**src/rtl/shadow_rc_sched.sv**
```systemverilog
// Round-constant scheduler for the Shadow-512 permutation: presents one step's
// per-bundle xtime constants per handshake and pulses done after the last step.
module shadow_rc_sched #(
    parameter int          NSTEPS   = 12,
    parameter int          NBUNDLES = 4,
    parameter logic [31:0] RC_INIT  = 32'h0000_0001,
    localparam int         SW       = (NSTEPS > 1) ? $clog2(NSTEPS) : 1
) (
    input  logic                     clk,
    input  logic                     rst_n,
    input  logic                     start,
    input  logic                     abort,
    output logic                     busy,
    output logic                     rc_valid,
    input  logic                     rc_ready,
    output logic [SW-1:0]            rc_step,
    output logic                     rc_last,
    output logic [32*NBUNDLES-1:0]   rc_out,
    output logic                     done
);

    typedef enum logic [1:0] {
        IDLE = 2'd0,
        RUN  = 2'd1,
        DONE = 2'd2
    } state_t;

    localparam logic [SW-1:0] LAST_STEP = SW'(NSTEPS - 1);

    state_t        state;
    logic [31:0]   w;
    logic [SW-1:0] step;
    logic          busy_q;
    logic          valid_q;
    logic          done_q;
    logic          xfer;

    function automatic logic [31:0] xtime(input logic [31:0] x);
        return {x[30:0], 1'b0} ^ {23'b0, x[31], 7'b0, x[31]};
    endfunction

    // slot[b] = xtime^b(w); the extra tail entry is the next step's state.
    logic [31:0] slot [NBUNDLES+1];
    assign slot[0] = w;

    for (genvar b = 0; b < NBUNDLES; b++) begin : g_chain
        assign slot[b+1]         = xtime(slot[b]);
        assign rc_out[32*b +: 32] = valid_q ? slot[b] : 32'd0;
    end

    assign xfer     = valid_q & rc_ready;
    assign busy     = busy_q;
    assign rc_valid = valid_q;
    assign done     = done_q;
    assign rc_step  = step;
    assign rc_last  = valid_q & (step == LAST_STEP);

    // NOTE: every register here uses non-blocking assignment so all state
    // updates see the same pre-edge values regardless of statement order.
    always_ff @(posedge clk) begin
        if (!rst_n) begin
            state   <= IDLE;
            w       <= 32'd0;
            step    <= '0;
            busy_q  <= 1'b0;
            valid_q <= 1'b0;
            done_q  <= 1'b0;
        end else if (abort) begin
            // Abort wins over start, a pending transfer and the done pulse.
            state   <= IDLE;
            w       <= 32'd0;
            step    <= '0;
            busy_q  <= 1'b0;
            valid_q <= 1'b0;
            done_q  <= 1'b0;
        end else begin
            case (state)
                IDLE: begin
                    if (start) begin
                        state   <= RUN;
                        w       <= RC_INIT;
                        step    <= '0;
                        busy_q  <= 1'b1;
                        valid_q <= 1'b1;
                    end
                end
                RUN: begin
                    if (xfer) begin
                        if (step == LAST_STEP) begin
                            state   <= DONE;
                            valid_q <= 1'b0;
                            done_q  <= 1'b1;
                        end else begin
                            step <= step + SW'(1);
                            w    <= slot[NBUNDLES];
                        end
                    end
                end
                DONE: begin
                    state  <= IDLE;
                    w      <= 32'd0;
                    step   <= '0;
                    busy_q <= 1'b0;
                    done_q <= 1'b0;
                end
                default: begin
                    state   <= IDLE;
                    w       <= 32'd0;
                    step    <= '0;
                    busy_q  <= 1'b0;
                    valid_q <= 1'b0;
                    done_q  <= 1'b0;
                end
            endcase
        end
    end

endmodule
```
**config.mk**
```make
export PLATFORM = sky130hd
export DESIGN_NAME = shadow_rc_sched
export DESIGN_NICKNAME = d
export VERILOG_FILES = /design/src/rtl/shadow_rc_sched.sv
export SDC_FILE = /design/constraint.sdc
export NUM_CORES = 1
export LEC_CHECK = 0
export ABC_CLOCK_PERIOD_IN_PS = 1870
export CAP_MARGIN = 15
export CORE_ASPECT_RATIO = 0.8
export CORE_MARGIN = 3
export CORE_UTILIZATION = 40
export DETAILED_ROUTE_END_ITERATION = 8
export PLACE_DENSITY = 0.85
export RECOVER_POWER = 25
export SLEW_MARGIN = 20
export SYNTH_ARGS = -nofsm -noshare
export SYNTH_HDL_FRONTEND = slang
export SYNTH_SLANG_ARGS = --single-unit
```
**constraint.sdc**
```tcl
create_clock -name clk -period 1.87 [get_ports clk]
set_input_delay 0.187 -clock clk [delete_from_list [all_inputs] [get_ports clk]]
set_output_delay 0.187 -clock clk [all_outputs]
set_load 0.01 [all_outputs]
```
==> results of run 1 <==
## Yosys cell counts, drive strengths merged, types with 2 or more instances
master / instances / area (um^2)
nor2: 5 / 18.8
clkbuf: 9 / 33.8
dfxtp: 41 / 821
a21oi: 34 / 170
nand3: 36 / 180
nor4: 2 / 18.8
and2: 36 / 225
nor3: 3 / 15.0
xor2: 4 / 35.0
buf: 113 / 807
nand3b: 2 / 15.0
nand2b: 2 / 12.5
o211ai: 33 / 248
## sequential cells by signal, summed over array words and instances, names as in the netlist
| name | cells |
|---|---|
| rc_step | 4 |
| state | 2 |
| w | 32 |
| done | 1 |
| rc_valid | 1 |
| busy | 1 |
## placed cells by master, fill, tap and decap left out, types with 2 or more instances in the layout
cell type	n
xor2_1	3
nor2_1	5
nand3b_1	2
and2_4	3
nand3_1	36
dlygate4sd3_1	5
clkbuf_8	7
a21oi_1	34
and2_1	32
buf_4	9
dfxtp_2	5
dlymetal6s2s_1	8
clkdlybuf4s50_1	126
dfxtp_1	36
nor3_1	3
nand2b_1	2
o211ai_1	33
## worst max-delay path, delay by kind of cell (launching register included)
| kind | cells | cell delay, ns |
|---|---|---|
| AND/OR/NAND/NOR | 1 | 0.22 |
| buffers and inverters | 2 | 0.76 |
| flip-flops | 1 | 0.35 |
## through the flow
stage	power, uW	hold slack [ns]	instance area [um^2]	setup WS (ns)
after detailed placement	986	0.469	3480	0.147
after global routing	1660	0.497	3630	-0.0453
after CTS	1620	0.475	3590	0.00842
after floorplan	954	0.344	2710	0.429
final	1600	0.472	3630	0.0603
after global placement	985	0.460	3480	0.222
## cell type report
cell class                 count  area, um^2  area share
multi-input combinational    172        1060       0.294
tap                           84         105      0.0290
clock inverter                 1        5.00     0.00138
inverter                       1        3.75     0.00104
sequential                    41         827       0.228
clock buffer                   7        96.3      0.0266
timing repair buffer         152        1520       0.420
## how the worst max path moves through the flow
stage / start / end / slack (ns) / cells after the start
finish: rc_valid / rc_out[62] / 0.06 / 3
global route: rc_valid / rc_out[22] / -0.05 / 3
CTS: rc_valid / rc_out[1] / 0.008 / 3
detailed placement: rc_step[0] / w[22] / 0.15 / 6
global placement: rc_step[0] / rc_last / 0.22 / 4
floorplan: rc_step[0] / rc_last / 0.43 / 5
## power breakdown
| group | switching, uW | leakage [uW] | internal (uW) |
|---|---|---|---|
| registers | 4.30 | 0.000333 | 876 |
| clock network | 302 | 0.0000542 | 334 |
| logic | 53.6 | 0.000962 | 31.7 |
| total | 360 | 0.00135 | 1240 |
## logic make-up (layout without fill, tap and decap cells)
group	after synthesis	count (layout)	share of synthesized area
buffers and inverters	123	161	0.311
AND/OR/NAND/NOR	93	93	0.195
AO/OA/AOI/OAI	74	74	0.173
flip-flops	41	41	0.302
XOR/XNOR	4	4	0.0129
adder cells (fa/ha/maj)	1	1	0.00461
## per-layer routing
layer  track usage  part of all wire  vias to the layer above
li1              -                 -                     1143
met1         0.207              0.42                     1154
met2         0.288              0.49                      103
met3        0.0489             0.080                        7
met4        0.0498            0.0093                        0
met5             0                 0                        -
## what timing repair did
action,CTS,global route
setup buffers,0,0
resized for setup,4,16
cloned,0,0
endpoints found under the setup margin,2,83
hold buffers,0,0
==> summary.md, run 1 <==
| Metric | Value |
|---|---|
| Post-synthesis sequential area ratio | 0.302 |
| Die ar. | 7820 um^2 |
| Dominant synthesized flop cell | dfxtp_1 |
| Slew Viols, Final | 0 |
| Antenna cells | 0 |
| Clock root cell | clkbuf_8 |
| Worst-Skew Late Latency | 0.29 ns |
| YS warnings | 0 |
| Initial antenna violation count | 0 |
| Starting DRT DRC Count | 131 |
| Power Density | 442 nW/um^2 |
| Worst-path cell chain | buf_6 -> and2_1 -> clkdlybuf4s50_1 |
| Routability cong. | around 0.7 |
| I/O Pins | 141 |
| Status | finished clean |
| Filler cell count | 598 |
| Final wirelength | 6.96 mm |
| Mapped Cells | 336 |
| Total GRT Usage | 0.169 |
| Netlist cell types | 32 |
| Post-DR wirelength/cell | 15.2 um |
| Reg2reg start | rc_step[0] |
| VDD IR max | about 250 uV |
| Final std cells w/o fill | 458 |
| Mapped Area | 2710 um^2 |
| Hold crit path type | in2reg |
| Die Wd | 98.1 um |
| Vias in the first global route | ~2200 |
| First-pass GRT wire length | 10.9 mm |
| CTS Sinks | just over 40 |
| Path depth of the worst reg2reg path | 6 |
| Layout cells sized above 1 | 0.0829 |
| CTS tree | yes |
| Hold endpoint | rc_valid |
| CP Class | reg2out |
| H-Tree Depth | 2 |
| Worst Hold Depth | 3 |
| Startpoint Class | register |
| # rows | 26 |
| Port bufs | 140 |
| Vias | 2407 |
| Highest-delay cell along the critical path | clkdlybuf4s50_1 |
| Inst Count DP | between 400 and 500 |
| DR vias/cell | around 5.3 |
| CTS clk-pin slew, worst paths | 0.08 ns |
| Worst slew margin | 0.342 |
| Hold_sp | rst_n |
| Post-DP HPWL | roughly 5.0 mm |
| Synth Net Count | 342 |
| Util after Layout | 0.560 |
| DR pass1 iterations | 4 |
| Fin. Hold Viols | 0 |
| P_leak | around 0.0013 uW |
| Final Critical Period | 1.81 ns |
| F_max | 553 MHz |
| R2R Setup Slk | roughly 0.19 ns |
| Crit end category | output pin |
| Antenna viol nets, final | 0 |
| Fin crit share | 0.968 |
| Synthesized flop and latch total | 41 |
| Setup Viol. Count Final | 0 |
| Final net count | 379 |
| CP Max Fanout | 25 |
| Global route total overflow | 0 |
| Pin count of the biggest net entering global routing | 40 |
| Initial core utilization | 0.419 |
| Die span in y | approximately 80 um |
| Core box area | 6470 um^2 |
| Ys async rst share | 0 |
| Worst path max stage delay | 0.57 ns |
| Worst Clk Skew | between 0.002 and 0.0025 ns |
| Clock buffer depth | 2 |
| Number of enable flip-flop cells after synthesis | 0 |
| Setup TNS | 0 ns |
| RSZ-0062 raised after global routing | yes |
| Worst Path Arrival | ~1.6 ns |
| CTS buffer count | 5 |
| MaxCap Viol Count | 0 |
| Synthesized area per cell | 8.08 um^2 |
| WP data required | 1.68 ns |
| Drt drc | 0 |
| Worst-margin pin slew | 0.987 ns |
| Reg-to-Reg End | w[22] |
| Syn-to-layout area delta | 33.6% |
No activity file was read; power rests on OpenSTA's default activity.
==> run 2: changes to the inputs <==
- HOLD_SLACK_MARGIN: default -> 0.1
- SKIP_LAST_GASP: default -> 1
==> summary.md, run 2 (same netlist as run 1, synthesis figures left out) <==
| Metric | Value |
|---|---|
| CTS tree | yes (unchanged) |
| Crit end category | output pin (unchanged) |
| Pre-CTS setup slack | 0.147 ns (unchanged) |
| Hold endpoint | rc_valid (unchanged) |
| Startpoint Class | register (unchanged) |
| Starting DRT DRC Count | 132 (was 131) |
| Vias | 2422 (was 2407) |
| Power Density | 446 nW/um^2 (was 442 nW/um^2) |
| First-pass GRT wire length | 10.9 mm (unchanged) |
| Setup Viol. Count Final | 0 (unchanged) |
| Antenna viol nets, final | 0 (unchanged) |
| Worst hold slack | 0.470 ns (was 0.472 ns) |
| CP Class | reg2out (unchanged) |
| Worst Clk Skew | 0.00370 ns (was 0.00216 ns) |
| Hold crit path type | in2reg (unchanged) |
| Vias in the first global route | 2218 (unchanged) |
| DR vias/cell | 5.29 (was 5.26) |
| Clock buffer depth | 2 (unchanged) |
| Drt drc | 0 (unchanged) |
| Initial antenna violation count | 0 (unchanged) |
| Final Critical Period | 1.81 ns (about the same) |
| R2R Setup Slk | 0.18 ns (was 0.19 ns) |
| Commonest cells after routing, fill and taps aside | 134 x clkdlybuf4s50_1, 36 x nand3_1, 36 x dfxtp_1 (was 126 x clkdlybuf4s50_1, 36 x nand3_1, 36 x dfxtp_1) |
| Total Power | 1600 uW (about the same) |
| Reg-to-Reg End | w[22] (unchanged) |
| Reg with most FFs | w (unchanged) |
| Most common cell after layout, fill and taps aside | clkdlybuf4s50_1 (unchanged) |
| Die Wd | 98.1 um (unchanged) |
| Antenna cells | 0 (unchanged) |
| Filler cell count | 602 (was 598) |
| Total GRT Usage | 0.169 (unchanged) |
| Final WS setup | 0.0648 ns (was 0.0603 ns) |
| Final std cells w/o fill | 458 (unchanged) |
| Reg2reg start | rc_step[0] (unchanged) |
| Worst-Skew Late Latency | 0.29 ns (about the same) |
| Clock root cell | clkbuf_8 (unchanged) |
| VDD IR max | 247 uV (was 246 uV) |
| Die span in y | 79.7 um (unchanged) |
| WP data required | 1.68 ns (about the same) |
| Die ar. | 7820 um^2 (unchanged) |
| F_max | 554 MHz (was 553 MHz) |
| Global route total overflow | 0 (unchanged) |
| Slew Viols, Final | 0 (unchanged) |
| Worst Path Arrival | 1.62 ns (about the same) |
| Fin crit share | 0.965 (was 0.968) |
| Layout cells sized above 1 | 0.0749 (was 0.0829) |
| Core box area | 6470 um^2 (unchanged) |
| RSZ-0062 raised after global routing | yes (unchanged) |
| CTS clk-pin slew, worst paths | 0.08 ns (about the same) |
| Final wirelength | 6.96 mm (about the same) |
| Post-DR wirelength/cell | 15.2 um (about the same) |
| H-Tree Depth | 2 (unchanged) |
| CP Max Fanout | 25 (unchanged) |
| CTS Sinks | 41 (unchanged) |
| Max reg flops | 32 (unchanged) |
| Pin count of the biggest net entering global routing | 40 (unchanged) |
| CTS buffer count | 5 (unchanged) |
| Cts hold-fix bufs | 0 (unchanged) |
| I/O Pins | 141 (unchanged) |
| Worst slew margin | 0.344 (was 0.342) |
| P_leak | 0.00120 uW (was 0.00135 uW) |
| Worst Hold Depth | 3 (unchanged) |
| Syn-to-layout area delta | 32.6% (was 33.6%) |
| DR pass1 iterations | 4 (unchanged) |
| Status | finished clean (unchanged) |
| Post-DP HPWL | 5.02 mm (unchanged) |
| Port bufs | 140 (unchanged) |
| MaxCap Viol Count | 0 (unchanged) |
| Fin. Hold Viols | 0 (unchanged) |
| Initial core utilization | 0.419 (unchanged) |
| Hold_sp | rst_n (unchanged) |
| Inst Count DP | 450 (unchanged) |
| Path depth of the worst reg2reg path | 6 (unchanged) |
| Final net count | 379 (unchanged) |
| Routability cong. | 0.713 (unchanged) |
| # rows | 26 (unchanged) |
| Worst-margin pin slew | 0.984 ns (was 0.987 ns) |
## run 2: worst max path at each step
stage,startpoint,end,slack [ns]
5_1_grt,rc_valid,rc_out[22],-0.05
4_1_cts,rc_valid,rc_out[1],0.008
3_3_place_gp,rc_step[0],rc_last,0.22
3_5_place_dp,rc_step[0],w[22],0.15
2_1_floorplan,rc_step[0],rc_last,0.43
6_report,rc_valid,rc_out[62],0.06
## run 2: repair_timing
action,4_1_cts,5_1_grt
setup endpoints to repair,2,83
resized for setup,4,5
setup buffers,0,0
## run 2: area by class of cell
type / count / area [um^2] / share of cell area
clock buffers: 7 / 96.3 / 0.0268
clock inverters: 1 / 5.00 / 0.00139
inverters: 1 / 3.75 / 0.00104
multi-input cells: 172 / 1060 / 0.294
flip-flops and latches: 41 / 827 / 0.230
well taps: 84 / 105 / 0.0292
repair buffers: 152 / 1500 / 0.418
## run 2: critical path, cell delays in order, from the launching register on
cell and delay [ns]:
dfxtp_1 0.35, buf_6 0.19, and2_1 0.21, clkdlybuf4s50_1 0.57
## run 2: metal layers
| layer | global-route usage | vias up | part of all wire |
|---|---|---|---|
| met5 | 0 | - | 0 |
| met4 | 0.0498 | 0 | 0.0093 |
| met3 | 0.0489 | 7 | 0.086 |
| met2 | 0.288 | 119 | 0.49 |
| met1 | 0.207 | 1161 | 0.42 |
| li1 | - | 1135 | - |
## run 2: where the power goes
part | internal (uW) | leakage [uW] | switching, uW
combinational | 31.6 | 0.000807 | 53.6
sequential | 876 | 0.000333 | 4.32
clock | 334 | 0.0000542 | 305
total | 1240 | 0.00120 | 363
## run 2: per-stage QoR
step / instance area (um^2) / util / setup TNS (ns)
CTS: 3590 / 0.555 / 0
finish: 3600 / 0.556 / 0
global placement: 3480 / 0.538 / 0
detailed placement: 3480 / 0.538 / 0
global route: 3600 / 0.556 / -1.84
floorplan: 2710 / - / 0
==> run 3: changes to the inputs <==
- CORE_UTILIZATION: 40 -> 39
- CTS_CLUSTER_DIAMETER: default -> 80
- PLACE_DENSITY: 0.85 -> 0.83
==> summary.md, run 3 (same netlist as run 1, synthesis figures left out) <==
| Metric | Value |
|---|---|
| H-Tree Depth | 2 (unchanged) |
| CTS Sinks | 41 (unchanged) |
| Fin crit share | 0.958 (was 0.965) |
| Port bufs | 140 (unchanged) |
| Syn-to-layout area delta | 32.6% (unchanged) |
| Final wirelength | 6.98 mm (was 6.96 mm) |
| Highest-delay cell along the critical path | clkdlybuf4s50_1 (unchanged) |
| Worst slew margin | 0.414 (was 0.344) |
| # rows | 26 (unchanged) |
| MaxCap Viol Count | 0 (unchanged) |
| Post-DP HPWL | 5.09 mm (was 5.02 mm) |
| Post-DR wirelength/cell | 15.2 um (about the same) |
| Buf/Inv on CP | 2 (unchanged) |
| Drt drc | 0 (unchanged) |
| Pre-CTS setup slack | 0.180 ns (was 0.147 ns) |
| Max reg flops | 32 (unchanged) |
| Filler cell count | 613 (was 602) |
| Fin. Hold Viols | 0 (unchanged) |
| Util after Layout | 0.548 (was 0.556) |
| CTS buffer count | 5 (unchanged) |
| CTS clk-pin slew, worst paths | 0.07 ns (was 0.08 ns) |
| Vias | 2432 (was 2422) |
| Clock root cell | clkbuf_8 (unchanged) |
| F_max | 558 MHz (was 554 MHz) |
| Worst-margin pin slew | 0.878 ns (was 0.984 ns) |
| Worst-path cell chain | buf_8 -> and2_1 -> clkdlybuf4s50_1 (was buf_6 -> and2_1 -> clkdlybuf4s50_1) |
| Power Density | 435 nW/um^2 (was 446 nW/um^2) |
| Status | finished clean (unchanged) |
| Setup Viol. Count Final | 0 (unchanged) |
| Antenna cells | 0 (unchanged) |
| Cts hold-fix bufs | 0 (unchanged) |
| Die span in y | 80.6 um (was 79.7 um) |
| Reg2reg start | state[0] (was rc_step[0]) |
| Total GRT Usage | 0.170 (was 0.169) |
| Top delay family on crit path | buffers and inverters (unchanged) |
| Routability cong. | 0.778 (was 0.713) |
| Core box area | 6570 um^2 (was 6470 um^2) |
| Initial core utilization | 0.413 (was 0.419) |
| First-pass GRT wire length | 11.2 mm (was 10.9 mm) |
| Worst Clk Skew | 0.0103 ns (was 0.00370 ns) |
| Hold crit path type | in2reg (unchanged) |
| Final net count | 381 (was 379) |
| CP Max Fanout | 26 (was 25) |
| CTS tree | yes (unchanged) |
| Critical Path Start | rc_valid (unchanged) |
| Worst path max stage delay | 0.56 ns (was 0.57 ns) |
| Vias in the first global route | 2234 (was 2218) |
| Clock buffer depth | 2 (unchanged) |
| Starting DRT DRC Count | 124 (was 132) |
| VDD IR max | 230 uV (was 247 uV) |
| Worst Path Arrival | 1.60 ns (was 1.62 ns) |
| Hold_sp | rst_n (unchanged) |
| Initial antenna violation count | 0 (unchanged) |
| Global route total overflow | 0 (unchanged) |
| Final Critical Period | 1.79 ns (was 1.81 ns) |
| Startpoint Class | register (unchanged) |
| Final WS setup | 0.0785 ns (was 0.0648 ns) |
| Crit end category | output pin (unchanged) |
| I/O Pins | 141 (unchanged) |
| Die Wd | 99.3 um (was 98.1 um) |
| Reg with most FFs | w (unchanged) |
| CP Class | reg2out (unchanged) |
| RSZ-0062 raised after global routing | yes (unchanged) |
| Pin count of the biggest net entering global routing | 28 (was 40) |
| Layout cells sized above 1 | 0.0853 (was 0.0749) |
| Slew Viols, Final | 0 (unchanged) |
| WP data required | 1.68 ns (about the same) |
| Die ar. | 8000 um^2 (was 7820 um^2) |
| DR vias/cell | 5.30 (was 5.29) |
| Commonest cells after routing, fill and taps aside | 134 x clkdlybuf4s50_1, 37 x dfxtp_1, 36 x nand3_1 (was 134 x clkdlybuf4s50_1, 36 x nand3_1, 36 x dfxtp_1) |
| Antenna viol nets, final | 0 (unchanged) |
| Worst-Skew Late Latency | 0.30 ns (was 0.29 ns) |
| DR pass1 iterations | 4 (unchanged) |
| P_leak | 0.00121 uW (was 0.00120 uW) |
| Most common cell after layout, fill and taps aside | clkdlybuf4s50_1 (unchanged) |
run 3: worst min-delay path, delay by kind of cell:
kind,cells,cell delay [ns]
buf+inv,1,0.39
simple gates,2,0.14
run 3: layout make-up:
cell class,instances,area [um^2],area share
Timing Repair Buffer,154,1510,0.418
Multi-Input combinational cell,172,1070,0.298
Sequential cell,41,826,0.229
Tap cell,84,105,0.0292
Clock buffer,7,86.3,0.0240
Inverter,1,3.75,0.00104
run 3: path summary, 6_finish.rpt:
check                                    to  slack (ns)  depth (start not counted)
worst max-delay path            rc_out[100]        0.08                          3
worst min-delay path               rc_valid        0.47                          3
worst max register to register         w[4]        0.20                          4
worst min register to register        w[14]        0.48                          2
run 3: routing by layer:
metal  vias to the layer above  global-route usage  wire length [um]  part of all wire
li1                       1138                   -                 -                 -
met1                      1155               0.216              2820              0.40
met2                       130               0.271              3320              0.48
met3                         9              0.0599               736              0.11
met4                         0              0.0505                97             0.014
met5                         -                   0                 0                 0
run 3: timing repair:
action,in CTS,in global routing
setup buffers,0,0
gates resized for setup,4,13
endpoints found under the setup margin,3,56
pin swaps,0,0
cloned,0,0
run 3: report_power, final:
| part | total (uW) | switching (uW) | leakage (uW) | internal (uW) |
|---|---|---|---|---|
| logic | 83.6 | 54.5 | 0.000829 | 29.1 |
| clock network | 600 | 307 | 0.0000443 | 293 |
| registers | 881 | 4.55 | 0.000333 | 876 |
run 3: per-stage QoR:
step	std cells	cell area, um^2	hold WS, ns	power (uW)	TNS [ns]
6_report	459	3600	0.473	1560	0
5_1_grt	459	3600	0.498	1610	-0.801
4_1_cts	459	3580	0.477	1560	0
3_5_place_dp	452	3480	0.463	984	0
3_3_place_gp	452	3480	0.464	981	0
2_1_floorplan	336	2710	0.344	954	0
